File: config.mk
export PLATFORM = sky130hd
export DESIGN_NAME = mmu_rsp_arbiter
export DESIGN_NICKNAME = d
export VERILOG_FILES = /design/src/rtl/mmu_rsp_arbiter_pkg.sv /design/src/rtl/mmu_rsp_pend_fifo.sv /design/src/rtl/mmu_rsp_arbiter.sv
export SDC_FILE = /design/constraint.sdc
export NUM_CORES = 1
export LEC_CHECK = 0
export BUFFER_PORTS_ARGS = -buffer_cell sky130_fd_sc_hd__buf_4
export CORE_MARGIN = 8
export CORE_UTILIZATION = 50
export DETAILED_ROUTE_END_ITERATION = 10
export PLACE_DENSITY = 0.7
export SLEW_MARGIN = 20
export SYNTH_ARGS = -nofsm -noshare
export SYNTH_HDL_FRONTEND = slang
export SYNTH_SLANG_ARGS = --single-unit
export TNS_END_PERCENT = 1
File: constraint.sdc
create_clock -name clk -period 3.1 [get_ports clk]
set_clock_uncertainty 0.2 [all_clocks]
set_input_delay 0.155 -clock clk [delete_from_list [all_inputs] [get_ports clk]]
set_output_delay 0.155 -clock clk [all_outputs]
set_load 0.01 [all_outputs]
File: src/rtl/mmu_rsp_arbiter_pkg.sv
// Shared widths, source encodings and entry layouts for the MMU response arbiter.
// The width macros and reason codes are the usual mmu_param.vh definitions. They
// are guarded so that including the real header first takes precedence.
`ifndef MMU_PARAM_VH
`define MMU_PARAM_VH
`define REQ_ID_WIDTH        8
`define ALL_PAGE_IDX_WIDTH  8
`define FAIL_REASON_WIDTH   3
`define FAIL_NONE           3'd0
`define FAIL_NO_SPACE       3'd1
`define FAIL_BAD_ID         3'd2
`define FAIL_NOT_ALLOC      3'd3
`endif

`ifndef RSP_SRC_DISP
`define RSP_SRC_DISP 1'b0
`endif
`ifndef RSP_SRC_ENG
`define RSP_SRC_ENG  1'b1
`endif

package mmu_rsp_arbiter_pkg;

  localparam int REQ_ID_W = `REQ_ID_WIDTH;
  localparam int PAGE_W   = `ALL_PAGE_IDX_WIDTH;
  localparam int REASON_W = `FAIL_REASON_WIDTH;

  // Which producer of a channel an entry came from.
  typedef enum logic {
    SRC_DISP = `RSP_SRC_DISP,
    SRC_ENG  = `RSP_SRC_ENG
  } rsp_src_e;

  // Alloc responses carry the allocated page index.
  typedef struct packed {
    logic [REQ_ID_W-1:0] id;
    logic [PAGE_W-1:0]   page_idx;
    logic                fail;
    logic [REASON_W-1:0] reason;
  } alloc_entry_t;

  // Free responses have no page index.
  typedef struct packed {
    logic [REQ_ID_W-1:0] id;
    logic                fail;
    logic [REASON_W-1:0] reason;
  } free_entry_t;

  localparam int ALLOC_ENTRY_W = $bits(alloc_entry_t);
  localparam int FREE_ENTRY_W  = $bits(free_entry_t);

  // Two-way round robin: alternate when both sources wait, otherwise take the
  // only one that has something.
  function automatic rsp_src_e rr_pick(input logic disp_ne, input logic eng_ne,
                                       input rsp_src_e last_grant);
    if (disp_ne && eng_ne) begin
      return (last_grant == SRC_DISP) ? SRC_ENG : SRC_DISP;
    end else if (disp_ne) begin
      return SRC_DISP;
    end else begin
      return SRC_ENG;
    end
  endfunction

endpackage

File: src/rtl/mmu_rsp_pend_fifo.sv
// Small pending queue in front of the response arbiter. Producers cannot be
// stalled, so a push into a full queue without a simultaneous pop is dropped
// and flagged for one cycle on drop. dout shows the head entry without a read
// latency so the arbiter can register it in the pop cycle.
module mmu_rsp_pend_fifo #(
  parameter int WIDTH     = 8,
  parameter int DEPTH     = 4,
  parameter int PTR_WIDTH = 2
) (
  input  logic             clk,
  input  logic             rst_n,
  input  logic             push,
  input  logic             pop,
  input  logic [WIDTH-1:0] din,
  output logic [WIDTH-1:0] dout,
  output logic             empty,
  output logic             full,
  output logic             drop
);

  localparam logic [PTR_WIDTH-1:0] PTR_ONE   = {{(PTR_WIDTH-1){1'b0}}, 1'b1};
  localparam logic [PTR_WIDTH:0]   CNT_ONE   = {{PTR_WIDTH{1'b0}}, 1'b1};
  localparam logic [PTR_WIDTH:0]   CNT_DEPTH = DEPTH[PTR_WIDTH:0];

  logic [WIDTH-1:0]     mem [DEPTH];
  logic [PTR_WIDTH-1:0] wr_ptr_reg;
  logic [PTR_WIDTH-1:0] rd_ptr_reg;
  logic [PTR_WIDTH:0]   count_reg;
  logic                 do_push;
  logic                 do_pop;

  assign empty   = (count_reg == '0);
  assign full    = (count_reg == CNT_DEPTH);
  assign do_pop  = pop && !empty;
  // A pop in the same cycle frees the slot the push lands in.
  assign do_push = push && (!full || do_pop);
  assign drop    = push && full && !do_pop;
  assign dout    = mem[rd_ptr_reg];

  // Storage write; contents need no reset because count gates visibility.
  always_ff @(posedge clk) begin
    if (do_push) begin
      mem[wr_ptr_reg] <= din;
    end
  end

  // Pointer and occupancy tracking; pointers wrap by natural rollover.
  always_ff @(posedge clk or negedge rst_n) begin
    if (!rst_n) begin
      wr_ptr_reg <= '0;
      rd_ptr_reg <= '0;
      count_reg  <= '0;
    end else begin
      if (do_push) begin
        wr_ptr_reg <= wr_ptr_reg + PTR_ONE;
      end
      if (do_pop) begin
        rd_ptr_reg <= rd_ptr_reg + PTR_ONE;
      end
      case ({do_push, do_pop})
        2'b10:   count_reg <= count_reg + CNT_ONE;
        2'b01:   count_reg <= count_reg - CNT_ONE;
        default: count_reg <= count_reg;
      endcase
    end
  end

endmodule

File: src/rtl/mmu_rsp_arbiter.sv
// Merges the dispatcher and engine producers of each MMU response stream into
// one writer per response FIFO. Each producer has its own pending queue; a
// per-channel round robin drains them into registered write ports.
module mmu_rsp_arbiter
  import mmu_rsp_arbiter_pkg::*;
#(
  parameter int PEND_DEPTH     = 4,
  parameter int PEND_PTR_WIDTH = 2
) (
  input  logic                clk,
  input  logic                rst_n,
  input  logic                disp_alloc_valid,
  input  logic [REQ_ID_W-1:0] disp_alloc_id,
  input  logic [PAGE_W-1:0]   disp_alloc_page_idx,
  input  logic                disp_alloc_fail,
  input  logic [REASON_W-1:0] disp_alloc_reason,
  input  logic                fdt_alloc_valid,
  input  logic [REQ_ID_W-1:0] fdt_alloc_id,
  input  logic [PAGE_W-1:0]   fdt_alloc_page_idx,
  input  logic                fdt_alloc_fail,
  input  logic [REASON_W-1:0] fdt_alloc_reason,
  input  logic                disp_free_valid,
  input  logic [REQ_ID_W-1:0] disp_free_id,
  input  logic                disp_free_fail,
  input  logic [REASON_W-1:0] disp_free_reason,
  input  logic                ortree_free_valid,
  input  logic [REQ_ID_W-1:0] ortree_free_id,
  input  logic                ortree_free_fail,
  input  logic [REASON_W-1:0] ortree_free_reason,
  output logic                alloc_rsp_write_en,
  output logic [REQ_ID_W-1:0] alloc_rsp_id,
  output logic [PAGE_W-1:0]   alloc_rsp_page_idx,
  output logic                alloc_rsp_fail,
  output logic [REASON_W-1:0] alloc_rsp_fail_reason,
  input  logic                alloc_rsp_fifo_full,
  output logic                free_rsp_write_en,
  output logic [REQ_ID_W-1:0] free_rsp_id,
  output logic                free_rsp_fail,
  output logic [REASON_W-1:0] free_rsp_fail_reason,
  input  logic                free_rsp_fifo_full,
  output logic [3:0]          overflow_err,
  output logic                arb_idle
);

  // Queue index 0 is the dispatcher, 1 is the engine (FDT / or_tree).
  logic [1:0]   alloc_push, alloc_pop, alloc_empty, alloc_full, alloc_drop;
  logic [1:0]   free_push, free_pop, free_empty, free_full, free_drop;
  alloc_entry_t alloc_din  [2];
  alloc_entry_t alloc_dout [2];
  free_entry_t  free_din   [2];
  free_entry_t  free_dout  [2];

  rsp_src_e     alloc_grant, free_grant;
  logic         alloc_fire, free_fire;
  alloc_entry_t alloc_sel;
  free_entry_t  free_sel;

  rsp_src_e     alloc_last_reg, free_last_reg;
  logic         alloc_we_reg, free_we_reg;
  alloc_entry_t alloc_out_reg;
  free_entry_t  free_out_reg;
  logic [3:0]   overflow_reg;

  // Queue-full indications are not needed: drops are reported by the queues.
  logic         unused_full;
  assign unused_full = ^{alloc_full, free_full};

  assign alloc_push = {fdt_alloc_valid, disp_alloc_valid};
  assign free_push  = {ortree_free_valid, disp_free_valid};

  assign alloc_din[0] = '{id: disp_alloc_id, page_idx: disp_alloc_page_idx,
                          fail: disp_alloc_fail, reason: disp_alloc_reason};
  assign alloc_din[1] = '{id: fdt_alloc_id, page_idx: fdt_alloc_page_idx,
                          fail: fdt_alloc_fail, reason: fdt_alloc_reason};
  assign free_din[0]  = '{id: disp_free_id, fail: disp_free_fail,
                          reason: disp_free_reason};
  assign free_din[1]  = '{id: ortree_free_id, fail: ortree_free_fail,
                          reason: ortree_free_reason};

  genvar gi;
  generate
    for (gi = 0; gi < 2; gi++) begin : g_queue
      mmu_rsp_pend_fifo #(
        .WIDTH     (ALLOC_ENTRY_W),
        .DEPTH     (PEND_DEPTH),
        .PTR_WIDTH (PEND_PTR_WIDTH)
      ) u_alloc_q (
        .clk   (clk),
        .rst_n (rst_n),
        .push  (alloc_push[gi]),
        .pop   (alloc_pop[gi]),
        .din   (alloc_din[gi]),
        .dout  (alloc_dout[gi]),
        .empty (alloc_empty[gi]),
        .full  (alloc_full[gi]),
        .drop  (alloc_drop[gi])
      );

      mmu_rsp_pend_fifo #(
        .WIDTH     (FREE_ENTRY_W),
        .DEPTH     (PEND_DEPTH),
        .PTR_WIDTH (PEND_PTR_WIDTH)
      ) u_free_q (
        .clk   (clk),
        .rst_n (rst_n),
        .push  (free_push[gi]),
        .pop   (free_pop[gi]),
        .din   (free_din[gi]),
        .dout  (free_dout[gi]),
        .empty (free_empty[gi]),
        .full  (free_full[gi]),
        .drop  (free_drop[gi])
      );
    end
  endgenerate

  // Alloc channel grant: pop one queue whenever the response FIFO has room.
  always_comb begin
    alloc_grant = rr_pick(!alloc_empty[0], !alloc_empty[1], alloc_last_reg);
    alloc_fire  = !alloc_rsp_fifo_full && !(&alloc_empty);
    alloc_sel   = (alloc_grant == SRC_ENG) ? alloc_dout[1] : alloc_dout[0];
    alloc_pop   = 2'b00;
    if (alloc_fire) begin
      alloc_pop = (alloc_grant == SRC_ENG) ? 2'b10 : 2'b01;
    end
  end

  // Free channel grant, identical policy and independent of the alloc side.
  always_comb begin
    free_grant = rr_pick(!free_empty[0], !free_empty[1], free_last_reg);
    free_fire  = !free_rsp_fifo_full && !(&free_empty);
    free_sel   = (free_grant == SRC_ENG) ? free_dout[1] : free_dout[0];
    free_pop   = 2'b00;
    if (free_fire) begin
      free_pop = (free_grant == SRC_ENG) ? 2'b10 : 2'b01;
    end
  end

  // Alloc output register and pointer; last grant starts at the engine so the
  // dispatcher wins the first tie after reset.
  always_ff @(posedge clk or negedge rst_n) begin
    if (!rst_n) begin
      alloc_we_reg   <= 1'b0;
      alloc_out_reg  <= '0;
      alloc_last_reg <= SRC_ENG;
    end else begin
      alloc_we_reg  <= alloc_fire;
      alloc_out_reg <= alloc_fire ? alloc_sel : '0;
      if (alloc_fire) begin
        alloc_last_reg <= alloc_grant;
      end
    end
  end

  // Free output register and pointer, same reset preference as alloc.
  always_ff @(posedge clk or negedge rst_n) begin
    if (!rst_n) begin
      free_we_reg   <= 1'b0;
      free_out_reg  <= '0;
      free_last_reg <= SRC_ENG;
    end else begin
      free_we_reg  <= free_fire;
      free_out_reg <= free_fire ? free_sel : '0;
      if (free_fire) begin
        free_last_reg <= free_grant;
      end
    end
  end

  // Sticky per-queue drop flags, cleared only by reset.
  always_ff @(posedge clk or negedge rst_n) begin
    if (!rst_n) begin
      overflow_reg <= '0;
    end else begin
      overflow_reg <= overflow_reg | {free_drop, alloc_drop};
    end
  end

  assign alloc_rsp_write_en    = alloc_we_reg;
  assign alloc_rsp_id          = alloc_out_reg.id;
  assign alloc_rsp_page_idx    = alloc_out_reg.page_idx;
  assign alloc_rsp_fail        = alloc_out_reg.fail;
  assign alloc_rsp_fail_reason = alloc_out_reg.reason;

  assign free_rsp_write_en     = free_we_reg;
  assign free_rsp_id           = free_out_reg.id;
  assign free_rsp_fail         = free_out_reg.fail;
  assign free_rsp_fail_reason  = free_out_reg.reason;

  assign overflow_err = overflow_reg;
  assign arb_idle     = (&alloc_empty) && (&free_empty) && !alloc_we_reg && !free_we_reg;

endmodule

==> results of run 1 <==
per-layer routing:
| layer | routed length, um | GRT usage (%) | vias to the layer above |
|---|---|---|---|
| met5 | 0 | 0 | - |
| met4 | 418 | 4.74 | 0 |
| met3 | 1570 | 4.10 | 35 |
| met2 | 12800 | 28.7 | 214 |
| met1 | 10000 | 20.3 | 3294 |
| li1 | - | - | 2874 |
worst max-delay path by stage:
stage / endpoint / startpoint / slack, ns
after floorplan: g_queue[1].u_alloc_q.mem[0][0]$_DFFE_PP_ / g_queue[0].u_alloc_q.count_reg[2]$_DFFE_PN0P_ / 0.49
after global placement: g_queue[0].u_free_q.count_reg[2]$_DFFE_PN0P_ / g_queue[1].u_free_q.count_reg[0]$_DFFE_PN0P_ / 0.52
after detailed placement: g_queue[0].u_free_q.count_reg[2]$_DFFE_PN0P_ / g_queue[1].u_free_q.count_reg[0]$_DFFE_PN0P_ / 0.38
after CTS: g_queue[0].u_free_q.count_reg[2]$_DFFE_PN0P_ / g_queue[1].u_free_q.count_reg[0]$_DFFE_PN0P_ / 0.37
after global routing: g_queue[0].u_free_q.count_reg[2]$_DFFE_PN0P_ / g_queue[1].u_free_q.count_reg[0]$_DFFE_PN0P_ / 0.19
final: g_queue[0].u_free_q.count_reg[2]$_DFFE_PN0P_ / g_queue[1].u_free_q.count_reg[0]$_DFFE_PN0P_ / 0.38
worst reg2reg max path, cell delays in order (launching register included):
cell and delay, ns:
dfrtp_1 0.45, or3_4 0.44, a211oi_4 0.39, ha_1 0.27, inv_1 0.06, fa_1 0.38, xor2_1 0.16, nor2_1 0.14
xor2_1 0.16
kinds of logic (layout without fill, tap and decap cells):
| logic type | after synthesis | in the layout | share of synthesized area, % |
|---|---|---|---|
| fa+ha+maj | 24 | 24 | 2.65 |
| other cells | 0 | 1 | 0 |
| buf+inv | 43 | 284 | 1.41 |
| flops | 324 | 324 | 75.2 |
| mux | 71 | 71 | 12.2 |
| xor+xnor | 24 | 24 | 1.68 |
| simple gates | 82 | 82 | 3.39 |
| compound gates | 55 | 55 | 3.44 |
synth_stat cells, drive strengths merged, types with 9 or more instances:
| library cell | instances | area share (%) |
|---|---|---|
| a21oi | 9 | 0.42 |
| dfrtp | 66 | 13 |
| inv | 18 | 0.54 |
| clkbuf | 12 | 0.36 |
| nor2 | 41 | 1.2 |
| edfxtp | 256 | 62 |
| buf | 13 | 0.51 |
| ha | 20 | 2.0 |
| xnor2 | 16 | 1.1 |
| a22oi | 32 | 1.9 |
| mux4 | 64 | 12 |
timing repair:
item | 4_1_cts | 5_1_grt
endpoints found under the hold margin | 374 | 0
hold buffers | 72 | 0
buffers inserted | 0 | 0
cell type report:
type                    instances  area (um^2)  area share, %
clock buffers                  41          877           5.60
well taps                     330          413           2.64
inverters                      18         67.6          0.432
diodes                          1         2.50         0.0160
multi-input cells             256         2920           18.6
repair buffers                204         1710           10.9
clock inverters                21          270           1.73
flip-flops and latches        324         9390           60.0
power by group through the flow:
stage / Combinational (W) / Sequential [W] / Clock, W
after global placement: 0.00426 / 0.00664 / 0
after CTS: 0.00454 / 0.00665 / 0.00421
after global routing: 0.00487 / 0.00676 / 0.00439
final: 0.00445 / 0.00663 / 0.00412
after floorplan: 0.00307 / 0.00650 / 0
after detailed placement: 0.00442 / 0.00673 / 0
per-stage QoR:
stage / cells / hold slack, ns
2_1_floorplan: 623 / -0.341
6_report: 1195 / 0.119
5_1_grt: 1195 / 0.176
4_1_cts: 1194 / 0.170
3_3_place_gp: 1060 / 0.152
3_5_place_dp: 1060 / 0.153
placed cells by master (no fill, tap or decap), types with 2 or more instances in the layout:
cell type	n
xnor2_1	16
and2_1	4
nand2_1	6
dfstp_2	2
inv_1	18
o21ai_0	3
and2b_2	4
nand2b_1	6
dfrtp_1	66
a22oi_1	32
clkinv_1	5
bufinv_16	6
fa_1	4
xor2_1	8
a21oi_1	7
mux2_2	5
clkbuf_16	34
buf_4	132
nor2b_1	8
inv_6	2
nand3b_1	3
nor3_1	4
a41o_1	3
or3_1	2
clkbuf_1	7
nor2_1	41
dlygate4sd3_1	72
clkinv_2	6
ha_1	20
a21oi_2	2
edfxtp_1	256
o31ai_1	2
mux4_2	64
==> flow_summary.yaml, run 1 <==
run_status:
  outcome: "finished, final reports clean"
setup_path:
  worstSetupPathType: "reg -> reg"
  ff2ff_setup_slack_ns: 0.38
  worstPathCellList: "or3_4, a211oi_4, ha_1, inv_1, fa_1, xor2_1, nor2_1, xor2_1"
  slowest_delay_ns: 0.45
  arrival_ns: 2.95
  path_buf_inv: 1
  slowest_stage: "dfrtp_1"
  crit_fanout: 5
  r2r-start: "g_queue[1].u_free_q.count_reg[0]$_DFFE_PN0P_"
  r2r_cells: 8
  r2r-end: "g_queue[0].u_free_q.count_reg[2]$_DFFE_PN0P_"
  cp_common_cell: "xor2_1"
  path_depth: 8
  crit_family: "adder cells"
  start_kind: "flip-flop"
  crit_required_ns: 3.33
  end_kind: "flip-flop"
final_layout:
  largest_register_ffs: 160
  syn_to_final_growth_pct: 25.4
  drive_above_1_share_pct: 30.9
  final_cell_area_um2: 15600
  n_fill_cell: 1709
  num-nets-final: 934
  biggestRegsByFlops: "g_queue.u_alloc_q.mem: 160 flops, g_queue.u_free_q.mem: 96 flops"
  fin_util_pct: 63.1
  regMostFlops: "g_queue.u_alloc_q.mem"
placement:
  place_congestion: 0.781
  port_buffers: 110
  placed_cell_area_um2: 13800
  hpwl_um: 16100
  place_ws_ns: 0.382
global_route:
  grt_start_max_net_pins: 69
  antenna_found_initial: 1
  grt_use_total_pct: 16.5
  grt_pass1_vias: 6960
  grt-ovfl-total: 0
  grt_first_pass_wirelength_um: 39000
pwr:
  p_switching_w: 0.00451
  power_w: 0.0152
  power_frac_seq_pct: 43.6
  clkPwrFrac_pct: 27.1
  internal-power_w: 0.0107
  switching_share_pct: 29.7
  total_leakage_power_nw: 5.79
  pwr-share-comb_pct: 29.3
  peakVddDrop_uv: 574
  p_per_area_nw_per_um2: 972
timing:
  rsz0062_at_grt: "false"
  relSlewSlack_pct: 36.8
  setup_ws_ns: 0.382
  post-route-min-period_ns: 2.72
  drv_slew: 0
  finalHoldViolations: 0
  setup_viol: 0
  finalCritPeriodShare_pct: 87.7
  tightestPinTransition_ns: 0.948
  tns_ns: 0
  max_freq_ghz: 0.368
floorplanning:
  io_pins: 111
  die_y_um: 174
  core-area_um2: 24800
  initial_core_util_pct: 50.3
  num_rows: 58
  die_w_um: 174
  dieArea_um2: 30300
synth:
  synth_cell_type_count: 40
  syn-num-nets: 719
  synth_seq_cells: 324
  ys_warn_count: 0
  async_reset_ff_share_pct: 21.0
  synth.avg_cell_area_um2: 20.0
  yosys_most_used_dff: "edfxtp_1"
  ys_seq_area_share_pct: 75.2
  synth_edf_count: 256
  synth_cells: 623
  syn-cell-area_um2: 12500
route:
  drt_iter0_markers: 435
  wl_per_cell_um: 20.8
  drcViolationCount: 0
  vias: 6417
  final_antenna_net_count: 0
  viasPerCell: 5.37
  routed_wl_um: 24800
  drt_first_pass_iters: 5
cts:
  clkTransAtPathRegs_ns: 0.06
  clock_sinks: 324
  insertion_delay_ns: 0.51
  cts_max_level: 2
  cts_tree: "done"
  clock-root-buffer: "clkbuf_16"
  numCtsBuffers: 34
  clock_tree.buffer_depth: 3
  post_cts_resized: 0
hold_path:
  hold_path.class: "in -> async"
flow_run:
  maxCapViolCount: 0
Power figures use the tool's default switching activity.
==> run 2, diff against run 1 <==
- ABC_AREA: unset -> 1
==> run 2 against run 1 <==
Flip-flop and latch count unchanged. Cell area increased by 2.0%. Power about the same. Global-route usage increased by 1.7 points. Setup slack worse by 0.046 ns. Via count up 29%. Hold slack improved by 0.0087 ns. Clock power shrank 8.5%. Sequential power shrank 6.0%. First-iteration DRC count rose by 34%. Synthesized area rose by 4.3%. Fmax fell by 1.7%.
==> flow_summary.yaml, run 2 <==
timing:
  rsz0062_at_grt: "false"
  whs_ns: 0.128
  setup_viol: 0
  finalHoldViolations: 0
  post-route-min-period_ns: 2.76
  drv_slew: 0
  relSlewSlack_pct: 38.7
  finalCritPeriodShare_pct: 89.2
  tns_ns: 0
  max_freq_ghz: 0.362
  tightestPinTransition_ns: 0.919
global_route:
  antenna_found_initial: 1
  grt_start_max_net_pins: 69
  grt_first_pass_wirelength_um: 45200
  grt_pass1_vias: 8599
  grt_use_total_pct: 18.2
  grt-ovfl-total: 0
placement:
  hpwl_um: 17700
  port_buffers: 110
  place_congestion: 0.786
  dp.cells: 1452
flow_run:
  maxCapViolCount: 0
pwr:
  total_leakage_power_nw: 6.22
  peakVddDrop_uv: 622
  p_per_area_nw_per_um2: 953
setup_path:
  crit_fanout: 14
  arrival_ns: 3.01
  crit_required_ns: 3.35
  ff2ff_setup_slack_ns: 0.34
  slowest_delay_ns: 0.57
  start_kind: "flip-flop"
  path_buf_inv: 3
  crit_family: "buffers and inverters"
  r2r-start: "g_queue[1].u_free_q.count_reg[0]$_DFFE_PN0P_"
  worstPathCellList: "nor2_1, nand2_1, nand2_2, nand2_4, buf_4, o21ai_4, nand3_1, dlygate4sd3_1, nand2_1, dlygate4sd3_1"
  worstSetupPathType: "reg -> reg"
  slowest_stage: "dlygate4sd3_1"
  r2r_cells: 10
  end_kind: "flip-flop"
  r2r-end: "g_queue[0].u_free_q.wr_ptr_reg[0]$_DFFE_PN0P_"
synth:
  synth_most_common_cell: "edfxtp_1"
  synth_seq_cells: 324
  yosys.area.top_type_share_pct: 59.0
  ys_top_cells_by_area: "edfxtp_1 59%, dfrtp_1 13%, nor2_1 5.6%"
  synth.avg_cell_area_um2: 12.7
  synth_cells: 1029
  syn-num-nets: 1125
  synth_edf_count: 256
  async_reset_ff_share_pct: 21.0
  yosys_most_used_dff: "edfxtp_1"
  ys_warn_count: 0
  syn-cell-area_um2: 13000
  synth_cell_type_count: 34
  synthTopCellsByCount: "256 x edfxtp_1, 193 x nor2_1, 131 x nand2_1"
  synth_area_leader_cell: "edfxtp_1"
  ys_seq_area_share_pct: 72.1
route:
  final_antenna_net_count: 0
  routed_wl_um: 28500
  drcViolationCount: 0
  drt_first_pass_iters: 5
  wl_per_cell_um: 18.0
  vias: 8302
  viasPerCell: 5.22
  drt_iter0_markers: 581
cts:
  clock-root-buffer: "clkbuf_16"
  post_cts_resized: 0
  clock_tree.buffer_depth: 3
  cts_tree: "done"
  cts_max_level: 2
  numCtsBuffers: 34
  clkTransAtPathRegs_ns: 0.06
  insertion_delay_ns: 0.52
  clock_sinks: 324
final_layout:
  num-nets-final: 1324
  layoutNonFillerInstCount: 1589
  largest_register_ffs: 160
  drive_above_1_share_pct: 17.1
  regMostFlops: "g_queue.u_alloc_q.mem"
  final_cell_mix: "256 x edfxtp_1, 193 x nor2_1, 136 x buf_4, 131 x nand2_1, 75 x dlygate4sd3_1"
  diodes: 0
  biggestRegsByFlops: "g_queue.u_alloc_q.mem: 160 flops, g_queue.u_free_q.mem: 96 flops"
  syn_to_final_growth_pct: 22.6
  layout_commonest_cell: "edfxtp_1"
floorplanning:
  die_w_um: 177
  die_y_um: 177
  core-area_um2: 25800
  io_pins: 111
  dieArea_um2: 31500
  num_rows: 59
  initial_core_util_pct: 50.4
hold_path:
  hold_path.class: "in -> async"
run_status:
  outcome: "finished, final reports clean"
-- run 2: cell types whose count changed after synthesis, moves of 15 or more --
cell | previous run | this run
buf_4 | 0 | 15
inv_1 | 18 | 45
a21oi_1 | 7 | 70
mux4_2 | 64 | 0
nand2_1 | 6 | 131
o21ai_0 | 3 | 56
nor2_1 | 41 | 193
o21ai_1 | 0 | 18
o211ai_1 | 0 | 32
-- run 2: area by class of cell --
| class | count | area [um^2] |
|---|---|---|
| Clock buffer | 40 | 895 |
| Clock inverter | 22 | 153 |
| Fill cell | 1951 | 9880 |
| Inverter | 54 | 204 |
| Multi-Input combinational cell | 603 | 3130 |
| Sequential cell | 324 | 9390 |
| Tap cell | 335 | 419 |
| Timing Repair Buffer | 211 | 1770 |
-- run 2: power by group --
group          total, W  internal (W)  switching (W)  leakage, nW
Combinational   0.00521       0.00179        0.00341         2.53
Clock           0.00377       0.00216        0.00161        0.516
Sequential      0.00623       0.00585       0.000382         3.17
-- run 2: timing repair --
| action | CTS | global route |
|---|---|---|
| setup endpoints to repair | 0 | 0 |
| hold buffers | 75 | 0 |
| buffers inserted | 0 | 0 |
| endpoints found under the hold margin | 350 | 0 |
-- run 2: how the worst max path moves through the flow --
stage	startpoint	endpoint	slack (ns)	depth (start not counted)
final	g_queue[1].u_free_q.count_reg[0]$_DFFE_PN0P_	g_queue[0].u_free_q.wr_ptr_reg[0]$_DFFE_PN0P_	0.34	10
after global routing	g_queue[1].u_free_q.count_reg[0]$_DFFE_PN0P_	g_queue[0].u_free_q.wr_ptr_reg[0]$_DFFE_PN0P_	0.21	10
after CTS	g_queue[1].u_free_q.count_reg[0]$_DFFE_PN0P_	g_queue[0].u_free_q.wr_ptr_reg[0]$_DFFE_PN0P_	0.33	10
after detailed placement	g_queue[0].u_free_q.count_reg[2]$_DFFE_PN0P_	g_queue[0].u_free_q.count_reg[2]$_DFFE_PN0P_	0.49	12
after global placement	g_queue[1].u_free_q.count_reg[0]$_DFFE_PN0P_	g_queue[0].u_free_q.count_reg[2]$_DFFE_PN0P_	0.52	13
after floorplan	g_queue[1].u_alloc_q.count_reg[0]$_DFFE_PN0P_	g_queue[0].u_alloc_q.mem[0][0]$_DFFE_PP_	0.64	7
-- run 2: through the flow --
stage	setup WS [ns]	area (um^2)	power (W)	utilization, %
3_3_place_gp	0.519	14200	0.0113	54.8
2_1_floorplan	0.644	13000	0.00976	-
6_report	0.336	16000	0.0152	61.8
3_5_place_dp	0.485	14200	0.0114	54.8
5_1_grt	0.206	16000	0.0162	61.8
4_1_cts	0.334	16000	0.0153	61.8
-- run 2: kinds of logic (layout without fill, tap and decap cells) --
group                      Yosys count  count (layout)  share of synthesized area, %
DFF                                324             324                          72.1
xor gates and xnor gates            12              12                         0.807
and+or+nand+nor                    353             353                          11.0
buffers and inverters              102             327                          3.84
AOI/OAI and AO/OA                  214             214                          9.65
adders and majority gates           24              24                          2.54
-- run 2: layer usage --
layer / track usage (%) / vias to the layer above / routed length [um]
li1: - / 3995 / -
met1: 22.4 / 4023 / 11800
met2: 31.6 / 222 / 14300
met3: 3.74 / 60 / 1540
met4: 6.46 / 2 / 894
met5: 0 / - / 13
==> run 3, diff against run 2 <==
- PLACE_DENSITY: 0.7 -> unset
- PLACE_DENSITY_LB_ADDON: unset -> 0.15
==> run 3 against run 2 <==
Wire length fell by 3.7%. Non-clock buffer count rose by 6. Sequential power is essentially flat. Highest routed layer is now met4. Critical path depth grew 1. Setup slack improved by 0.20 ns. Final cell count up 0.38%. Sequential share of layout area down 0.47 points. Flip-flop and latch count is the same. Combinational power about the same. Register-to-register slack better by 0.20 ns. Clock power grew 7.4%. Fmax increased by 7.7%.
==> flow_summary.yaml, run 3 (synthesis results as in run 2) <==
timing:
  finalCritPeriodShare_pct: 82.7
  whs_ns: 0.128
  tightestPinTransition_ns: 0.909
  max_freq_ghz: 0.390
  setup_viol: 0
  drv_slew: 0
  relSlewSlack_pct: 39.4
  post-route-min-period_ns: 2.57
  finalHoldViolations: 0
  rsz0062_at_grt: "false"
  tns_ns: 0
cts:
  clock-root-buffer: "clkbuf_16"
  clock_sinks: 324
  insertion_delay_ns: 0.50
  cts_max_level: 2
  postCtsSetupRepairBufs: 0
  numCtsBuffers: 35
  clkTransAtPathRegs_ns: 0.06
  hold_buffers: 75
  clock_tree.buffer_depth: 3
  cts_tree: "done"
  post_cts_resized: 0
setup_path:
  crit_required_ns: 3.27
  crit_fanout: 13
  worstPathCellList: "inv_1, nand3_1, nand2_4, nand3_2, nand2_2, nand2_4, ha_1, fa_1, a21oi_1, o21ai_0, xor2_1"
  slowest_stage: "fa_1"
  slowest_delay_ns: 0.44
  start_kind: "flip-flop"
  cp_common_cell: "nand2_4"
  arrival_ns: 2.73
  end_kind: "flip-flop"
  worstSetupPathType: "reg -> reg"
floorplanning:
  die_y_um: 177
  die_w_um: 177
  core-area_um2: 25800
  num_rows: 59
  dieArea_um2: 31500
  initial_core_util_pct: 50.4
  io_pins: 111
route:
  vias: 8189
  final_antenna_net_count: 0
  wl_per_cell_um: 17.2
  drt_iter0_markers: 563
  drcViolationCount: 0
  routed_wl_um: 27500
  viasPerCell: 5.13
  drt_first_pass_iters: 5
global_route:
  antenna_found_initial: 0
  grt_pass1_vias: 8062
  grt_use_total_pct: 17.4
  grt-ovfl-total: 0
  grt_start_max_net_pins: 69
  grt_first_pass_wirelength_um: 42800
final_layout:
  final_cell_area_um2: 16100
  num-nets-final: 1331
  syn_to_final_growth_pct: 23.6
  drive_above_1_share_pct: 17.4
  layoutNonFillerInstCount: 1595
  layout_commonest_cell: "edfxtp_1"
  n_fill_cell: 1990
  largest_register_ffs: 160
  biggestRegsByFlops: "g_queue.u_alloc_q.mem: 160 flops, g_queue.u_free_q.mem: 96 flops"
  regMostFlops: "g_queue.u_alloc_q.mem"
  final_cell_mix: "256 x edfxtp_1, 193 x nor2_1, 142 x buf_4, 131 x nand2_1, 75 x dlygate4sd3_1"
pwr:
  p_per_area_nw_per_um2: 963
  power_w: 0.0155
  total_leakage_power_nw: 6.28
  peakVddDrop_uv: 677
flow_run:
  maxCapViolCount: 0
placement:
  placed_cell_area_um2: 14200
  port_buffers: 110
  dp.cells: 1458
  hpwl_um: 16900
  place_congestion: 0.771
run_status:
  outcome: "finished, final reports clean"
hold_path:
  hold_path.class: "in -> async"
[run 3: cell types whose count changed in the layout (fill, tap and decap cells not counted), sizes merged]
cell and delta:
buf +6, bufinv +2, clkbuf +9, clkinv -12, diode +1
[run 3: area by class of cell]
type	count	area [um^2]	area share [%]
Sequential cell	324	9390	58.4
Antenna cell	1	2.50	0.0156
Tap cell	335	419	2.61
Inverter	54	204	1.27
Clock inverter	12	136	0.848
Timing Repair Buffer	217	1820	11.3
Clock buffer	49	991	6.16
Multi-Input combinational cell	603	3130	19.4
[run 3: final timing paths]
kind / startpoint / to / slack (ns) / depth (start not counted)
setup / recovery: g_queue[0].u_alloc_q.count_reg[2]$_DFFE_PN0P_ / g_queue[1].u_alloc_q.count_reg[2]$_DFFE_PN0P_ / 0.53 / 11
hold / removal: rst_n / free_rsp_id[2]$_DFF_PN0_ / 0.13 / 2
setup reg to reg: g_queue[0].u_alloc_q.count_reg[2]$_DFFE_PN0P_ / g_queue[1].u_alloc_q.count_reg[2]$_DFFE_PN0P_ / 0.53 / 11
hold reg to reg: g_queue[0].u_alloc_q.count_reg[1]$_DFFE_PN0P_ / g_queue[0].u_alloc_q.count_reg[1]$_DFFE_PN0P_ / 0.28 / 2
max in group asynchronous: rst_n / g_queue[0].u_alloc_q.count_reg[0]$_DFFE_PN0P_ / 1.97 / 2
min in group clk: disp_alloc_page_idx[1] / g_queue[0].u_alloc_q.mem[2][5]$_DFFE_PP_ / 0.20 / 2
[run 3: through the flow]
| stage | util [%] | setup WS (ns) |
|---|---|---|
| after floorplan | - | 0.644 |
| after global placement | 55.0 | 0.565 |
| after detailed placement | 55.0 | 0.528 |
| after CTS | 62.3 | 0.523 |
| after global routing | 62.3 | 0.330 |
| final | 62.3 | 0.535 |
[run 3: routing by layer]
layer  wire length (um)  global-route usage (%)
met2              13500                    29.4
met3               1550                    3.23
met1              11700                    22.3
met5                  0                       0
met4                729                    6.29
[run 3: critical path: cells and delay by family (launching register included)]
family / cells / cell delay (ns)
fa+ha+maj: 2 / 0.66
buf+inv: 1 / 0.10
simple gates: 5 / 0.69
xor+xnor: 1 / 0.15
compound gates: 2 / 0.26
flops: 1 / 0.38
[run 3: where the power goes]
part / internal, W / leakage, nW / switching (W)
Sequential: 0.00585 / 3.17 / 0.000372
Combinational: 0.00183 / 2.56 / 0.00339
Clock: 0.00248 / 0.548 / 0.00157
Total: 0.0102 / 6.28 / 0.00533
